$ cat src/rtl/fir_tap_ctrl.sv
// fir_tap_ctrl: sequences delay-line load, MAC tap stepping, pipeline drain and output handshake for the float FIR.
// Optional build macro FIR_CTRL_OVERLAP_EN lets a new sample be accepted on the same edge the result is taken.
module fir_tap_ctrl #(
    parameter int NTAPS   = 4,
    parameter int TAP_W   = 2,
    parameter int MAC_LAT = 2
) (
    input  logic             clk,
    input  logic             clr,
    input  logic             in_valid,
    output logic             in_ready,
    output logic             LdD,
    output logic [TAP_W-1:0] tap_sel,
    output logic             acc_clr,
    output logic             acc_en,
    output logic             out_valid,
    input  logic             out_ready,
    output logic             busy
);

    localparam int CW = (MAC_LAT > 1) ? $clog2(MAC_LAT) : 1;
    localparam logic [TAP_W-1:0] TAP_LAST = TAP_W'(NTAPS - 1);
    localparam logic [CW-1:0] CNT_LAST = CW'((MAC_LAT > 0) ? MAC_LAT - 1 : 0);

    typedef enum logic [1:0] {IDLE, MAC, DRAIN, OUT} state_t;

    state_t           state_q, state_d;
    logic [TAP_W-1:0] tap_sel_q, tap_sel_d;
    logic [CW-1:0]    cnt_q, cnt_d;

    // state, tap index and drain counter; clr low drops any in-flight result
    always_ff @(posedge clk or negedge clr) begin
        if (!clr) begin
            state_q   <= IDLE;
            tap_sel_q <= '0;
            cnt_q     <= '0;
        end else begin
            state_q   <= state_d;
            tap_sel_q <= tap_sel_d;
            cnt_q     <= cnt_d;
        end
    end

    // next state: tap index and drain count only advance in their own states, else rest at 0
    always_comb begin
        state_d   = state_q;
        tap_sel_d = '0;
        cnt_d     = '0;
        case (state_q)
            IDLE:  state_d = LdD ? MAC : IDLE;
            MAC: begin
                tap_sel_d = (tap_sel_q == TAP_LAST) ? '0 : tap_sel_q + TAP_W'(1);
                state_d   = (tap_sel_q != TAP_LAST) ? MAC : (MAC_LAT > 0) ? DRAIN : OUT;
            end
            DRAIN: begin
                cnt_d   = (cnt_q == CNT_LAST) ? '0 : cnt_q + CW'(1);
                state_d = (cnt_q == CNT_LAST) ? OUT : DRAIN;
            end
            OUT:   state_d = !out_ready ? OUT : LdD ? MAC : IDLE;
            default: state_d = IDLE;
        endcase
    end

    // outputs decoded from state; the load strobe is gated by clr so reset never shifts the delay line
    always_comb begin
`ifdef FIR_CTRL_OVERLAP_EN
        in_ready  = (state_q == IDLE) || (state_q == OUT && out_ready);
`else
        in_ready  = (state_q == IDLE);
`endif
        LdD       = in_valid && in_ready && clr;
        acc_en    = (state_q == MAC);
        acc_clr   = (state_q == MAC) && (tap_sel_q == '0);
        out_valid = (state_q == OUT);
        busy      = (state_q != IDLE);
        tap_sel   = tap_sel_q;
    end

endmodule
$ cat config.mk
export PLATFORM = sky130hd
export DESIGN_NAME = fir_tap_ctrl
export DESIGN_NICKNAME = d
export VERILOG_FILES = /design/src/rtl/fir_tap_ctrl.sv
export SDC_FILE = /design/constraint.sdc
export NUM_CORES = 1
export LEC_CHECK = 0
export CAP_MARGIN = 0
export CORE_AREA = 2 2 39 41
export CTS_CLUSTER_SIZE = 10
export DETAILED_ROUTE_END_ITERATION = 6
export DIE_AREA = 0 0 41 43
export PLACE_DENSITY_LB_ADDON = 0.25
export SLEW_MARGIN = 10
export SYNTH_ARGS = -nofsm -noshare
export SYNTH_HDL_FRONTEND = slang
export SYNTH_SLANG_ARGS = --single-unit
$ cat constraint.sdc
create_clock -name clk -period 1.3 [get_ports clk]
set_input_delay 0.13 -clock clk [delete_from_list [all_inputs] [get_ports clk]]
set_output_delay 0.13 -clock clk [all_outputs]
set_load 0.01 [all_outputs]
== Word level (Yosys, flattened, before mapping) ==
Index checks and enable logic that the tools add are counted.
Operators by class
  $add $sub $neg: 2
  multiply operators: 0
  div/mod/pow operators: 0
  magnitude comparators: 0
  equality and inequality tests: 5
  shifts and indexed selects: 0
  multiplexer cells: 9
  bitwise operators: 0
  reductions and logical operators: 6
Operators by type and width (count)
  two-way mux 2 bit: 4
  one-hot mux 2 bit (4 select lines): 1
  equality test 2 bit (second input constant): 3
  logical NOT 2 bit: 2
  two-way mux 1 bit: 4
  logical AND 1 bit: 3
  adder 2 x 1 -> 2 bit (second input constant): 1
  equality test 2 x 1 -> 1 bit (second input constant): 1
  != test 2 bit (second input constant): 1
  nonzero test 2 bit: 1
  adder 1 bit (second input constant): 1
Storage, ports and cells
  bits in registers: 5
  bits in latches: 0
  RAM bits: 0
  ROM bits: 0
  bits of input ports: 4
  output and inout port bits: 8
  word-level logic and storage cells: 25
  memories: 0

== Depth between registers and ports, before layout ==
  depth in word-level cells: 6
  gate-level depth with buffers: 3
  mapped depth without buffers: 3

== Worst setup path before layout ==
OpenSTA, ideal clock, no wires.
  path kind: reg2reg
  start point: register tap_sel_q[0], in the netlist tap_sel[0]
  end point: register state_q[0]
  setup time: 138 ps
  arrival: 1034 ps
  slack: 128 ps
  cell stages (with the launch flop): 4
  path through: dfrtp_1 ha_1 inv_1 mux4_2
On the way
  cells in the longest elaborated chain, start to end: 3
RTL lines
  start, declared: RTL line 28  | logic [TAP_W-1:0] tap_sel_q, tap_sel_d;
  start signal, assigned: RTL line 39  | tap_sel_q <= tap_sel_d;
  != test 2 bit: RTL line 53  | state_d = (tap_sel_q != TAP_LAST) ? MAC : (MAC_LAT > 0) ? DRAIN : OUT;
  two-way mux 2 bit: RTL line 53
  one-hot mux 2 bit (4 select lines): RTL line 49  | case (state_q)
  via state_d[0]: RTL line 27  | state_t state_q, state_d;
  end signal, assigned: RTL line 38  | state_q <= state_d;
  end, declared: RTL line 27
The timed path passes the listed nets, and every way through them passes these cells.

== Worst setup path after layout ==
  start point: register state_q[1]
  end point: output port acc_clr
On the way
  cells in the longest elaborated chain, start to end: 2
RTL lines
  equality test 2 x 1 -> 1 bit: RTL line 73  | acc_clr = (state_q == MAC) && (tap_sel_q == '0);
  logical AND 1 bit: RTL line 73
  end, declared: RTL line 14  | output logic acc_clr,
No other way between the ends.

==> results by group <==
Global route
  – Global-route wire length before repair: 1230 µm
  – Largest net degree at the start of global routing: 6
  – Initial antenna violation count: 0
  – Vias in the first global route: about 280
  – GRT overflow: 0
  – Tot GR Track Use: between 10% and 20%

Yosys
  – Synthesized area per cell: ~11 µm²
  – Cells after synthesis: 24
  – Distinct cells, synth: 12
  – Share of the synthesized area in the top cell type: 47.6%
  – Ys Warns: 0
  – Syn nets: 30
  – Seq/Total Area, Yosys: between 40% and 50%
  – Netlist Area Pre-Place: ~260 µm²
  – Dominant cells by area after synthesis: dfrtp_1 (48%), and2_1 (9.5%), ha_1 (9.5%)
  – Synth Register Bits: 5
  – Post-synth top area cell: dfrtp_1

Drt
  – Detailed Route WL: between 700 and 800 µm
  – Final ANT Viol Nets: 0
  – Mean routed wirelength per cell: approximately 11 µm
  – DRC viols: 0
  – Iter 0 DRT Violations: 2
  – Pre-antenna DRT Iters: 4
  – Vias: around 250
  – Vias per inst: slightly below 4

Placement
  – Post-DP Area: about 450 µm²
  – GPL Wtd Cong: slightly below 0.6
  – IO buf count: 11
  – HPWL after DPL: 566 µm

Timing
  – Fmax: just under 0.8 GHz
  – Tcrit/Tclk final: between 90% and 100%
  – Clock Skew: between 0.8 and 0.9 ps
  – Slew Viols, Final: 0
  – Unrepaired setup endpoints after global routing: yes
  – TNS Setup: 0 ps
  – Tmin final: around 1300 ps
  – Slew @ Worst Pin: roughly 170 ps
  – # setup viols final: 0
  – Final hold violations: 0
  – Max-slew headroom: 88.7%

Clocking
  – Root buffer cell: clkbuf_4
  – CTS buffer count: 3
  – Clk Latency, worst-skew pair: roughly 240 ps
  – Clock tree buffer depth: 2
  – CTS tree: built
  – Hold buffer count at cts: 0
  – CTS Sinks: 5
  – Clk slew on worst S/H paths: around 40 ps
  – H-Tree Depth: 1

Power and ir drop
  – Lkg Pwr: between 0.2 and 0.25 nW
  – Power Density: 2430 nW/µm²
  – Peak VDD IR: between 0.9 and 1 mV

Floorplan
  – Width of the die: approximately 40 µm
  – Number of top-level pins: 12
  – Die height: between 40 and 50 µm
  – Die area: 1760 µm²
  – Initial Utilization: about a fifth
  – Core area: roughly 1400 µm²
  – Number of placement rows: 14

Setup path
  – Worst path slowest cell: dfrtp_1
  – CP Launch Type: flip-flop
  – Worst Path Max Fanout: 3
  – Critical path cell sequence: buf_6 > nor2b_4 > and2_1 > buf_2
  – Crit end category: output port
  – Data required, critical path: roughly 1200 ps
  – Critical path's largest stage delay: 420 ps
  – Worst setup path class: reg -> out
  – Largest delay share family, worst path: flip-flops
  – WP buf/inv: 2
  – Critical Path AT: roughly 1200 ps

Finish
  – Fin util: between 30% and 40%
  – Final Instance Area: just under 500 µm²
  – Layout Area Growth over Synthesis: 83.3%
  – Share of layout cells above drive strength 1: a little under half
  – ANT cells: 0
  – Layout Nets: between 50 and 60

Run status
  – Status: finished, final reports clean

Job
  – Max-cap viol count: 0

Min path
  – Min-delay worst type: in -> async
worst paths after layout:
path,from,to,slack (ps),depth (start not counted)
worst max-delay path,state_q[1],acc_clr,20,4
worst min-delay path,clr,cnt_q,200,2
worst max register to register,tap_sel[1],state_q[0],50,4
worst min register to register,cnt_q,cnt_q,420,1
max in group asynchronous,clr,state_q[0],990,2
min in group clk,cnt_q,cnt_q,420,1
sequential cells by signal, summed over array words and instances (netlist names):
register / cells
cnt_q: 1
state_q: 2
tap_sel: 2
where the power goes:
group | switching (mW) | internal (mW)
Sequential | 0.0600 | 0.226
Combinational | 0.300 | 0.408
Clock | 0.0615 | 0.116
Total | 0.421 | 0.750
metal layers:
metal	routed length, µm	global-route usage (%)	up-vias	part of all wire [%]
li1	-	-	124	-
met3	70	8.90	0	9.5
met2	378	16.6	14	51
met4	0	4.00	0	0
met1	286	11.1	114	39
met5	0	0	-	0
synthesized netlist by cell type:
cell type  number
a21oi_1         1
a31oi_1         1
and2_1          4
and2_4          1
and3_1          1
dfrtp_1         5
ha_1            2
inv_1           5
mux4_2          1
nor2_1          1
nor2b_2         1
nor3b_1         1
cell families (layout without fill, tap and decap cells):
logic type      count (synthesis)  after routing  synth area share, %
compound gates                  2              2                 4.29
buf+inv                         5             29                 7.14
simple gates                    9              9                 22.9
fa+ha+maj                       2              2                 9.52
flops                           5              5                 47.6
mux                             1              1                 8.57
cells in the final DEF, fill, tap and decap left out:
master and instances:
ha_1 1, nor2b_4 1, buf_2 3, a21oi_1 1
clkbuf_1 1, clkbuf_4 3, and3_1 1, nor3b_1 1
clkbuf_2 3, ha_4 1, clkdlybuf4s50_1 3, nor2_2 1
mux4_2 1, a31oi_1 1, dlygate4sd2_1 2, buf_4 7
dfrtp_1 5, and2_4 1, inv_1 5, buf_6 2
and2_1 4
repair_timing:
| action | CTS | global route |
|---|---|---|
| setup endpoints to repair | 9 | 6 |
| gates resized for setup | 25 | 5 |
| pin swaps | 1 | 1 |
| setup buffers | 2 | 1 |
final cells by class:
| class | instances | area [µm²] |
|---|---|---|
| fill | 156 | 902 |
| inverter | 5 | 18.8 |
| timing repair buffer | 20 | 153 |
| sequential | 5 | 125 |
| multi-input combinational | 14 | 139 |
| tap | 16 | 20.0 |
| clock buffer | 4 | 26.3 |
worst register-to-register path, cell delays in order (launching register included):
cell     delay [ps]
dfrtp_1         360
buf_4           130
ha_4            120
inv_1            50
mux4_2          460
metrics by stage:
step                      hold slack, ps  setup slack [ps]  power (mW)  std cells
final                                201              18.5        1.17         64
after global placement               413              -199       0.996         58
after detailed placement             421              -224        1.01         58
after global routing                 210             -59.3        1.30         64
after floorplan                     -166               128       0.551         24
after CTS                            198              7.71        1.21         64
(Power assumes the default switching activity.)
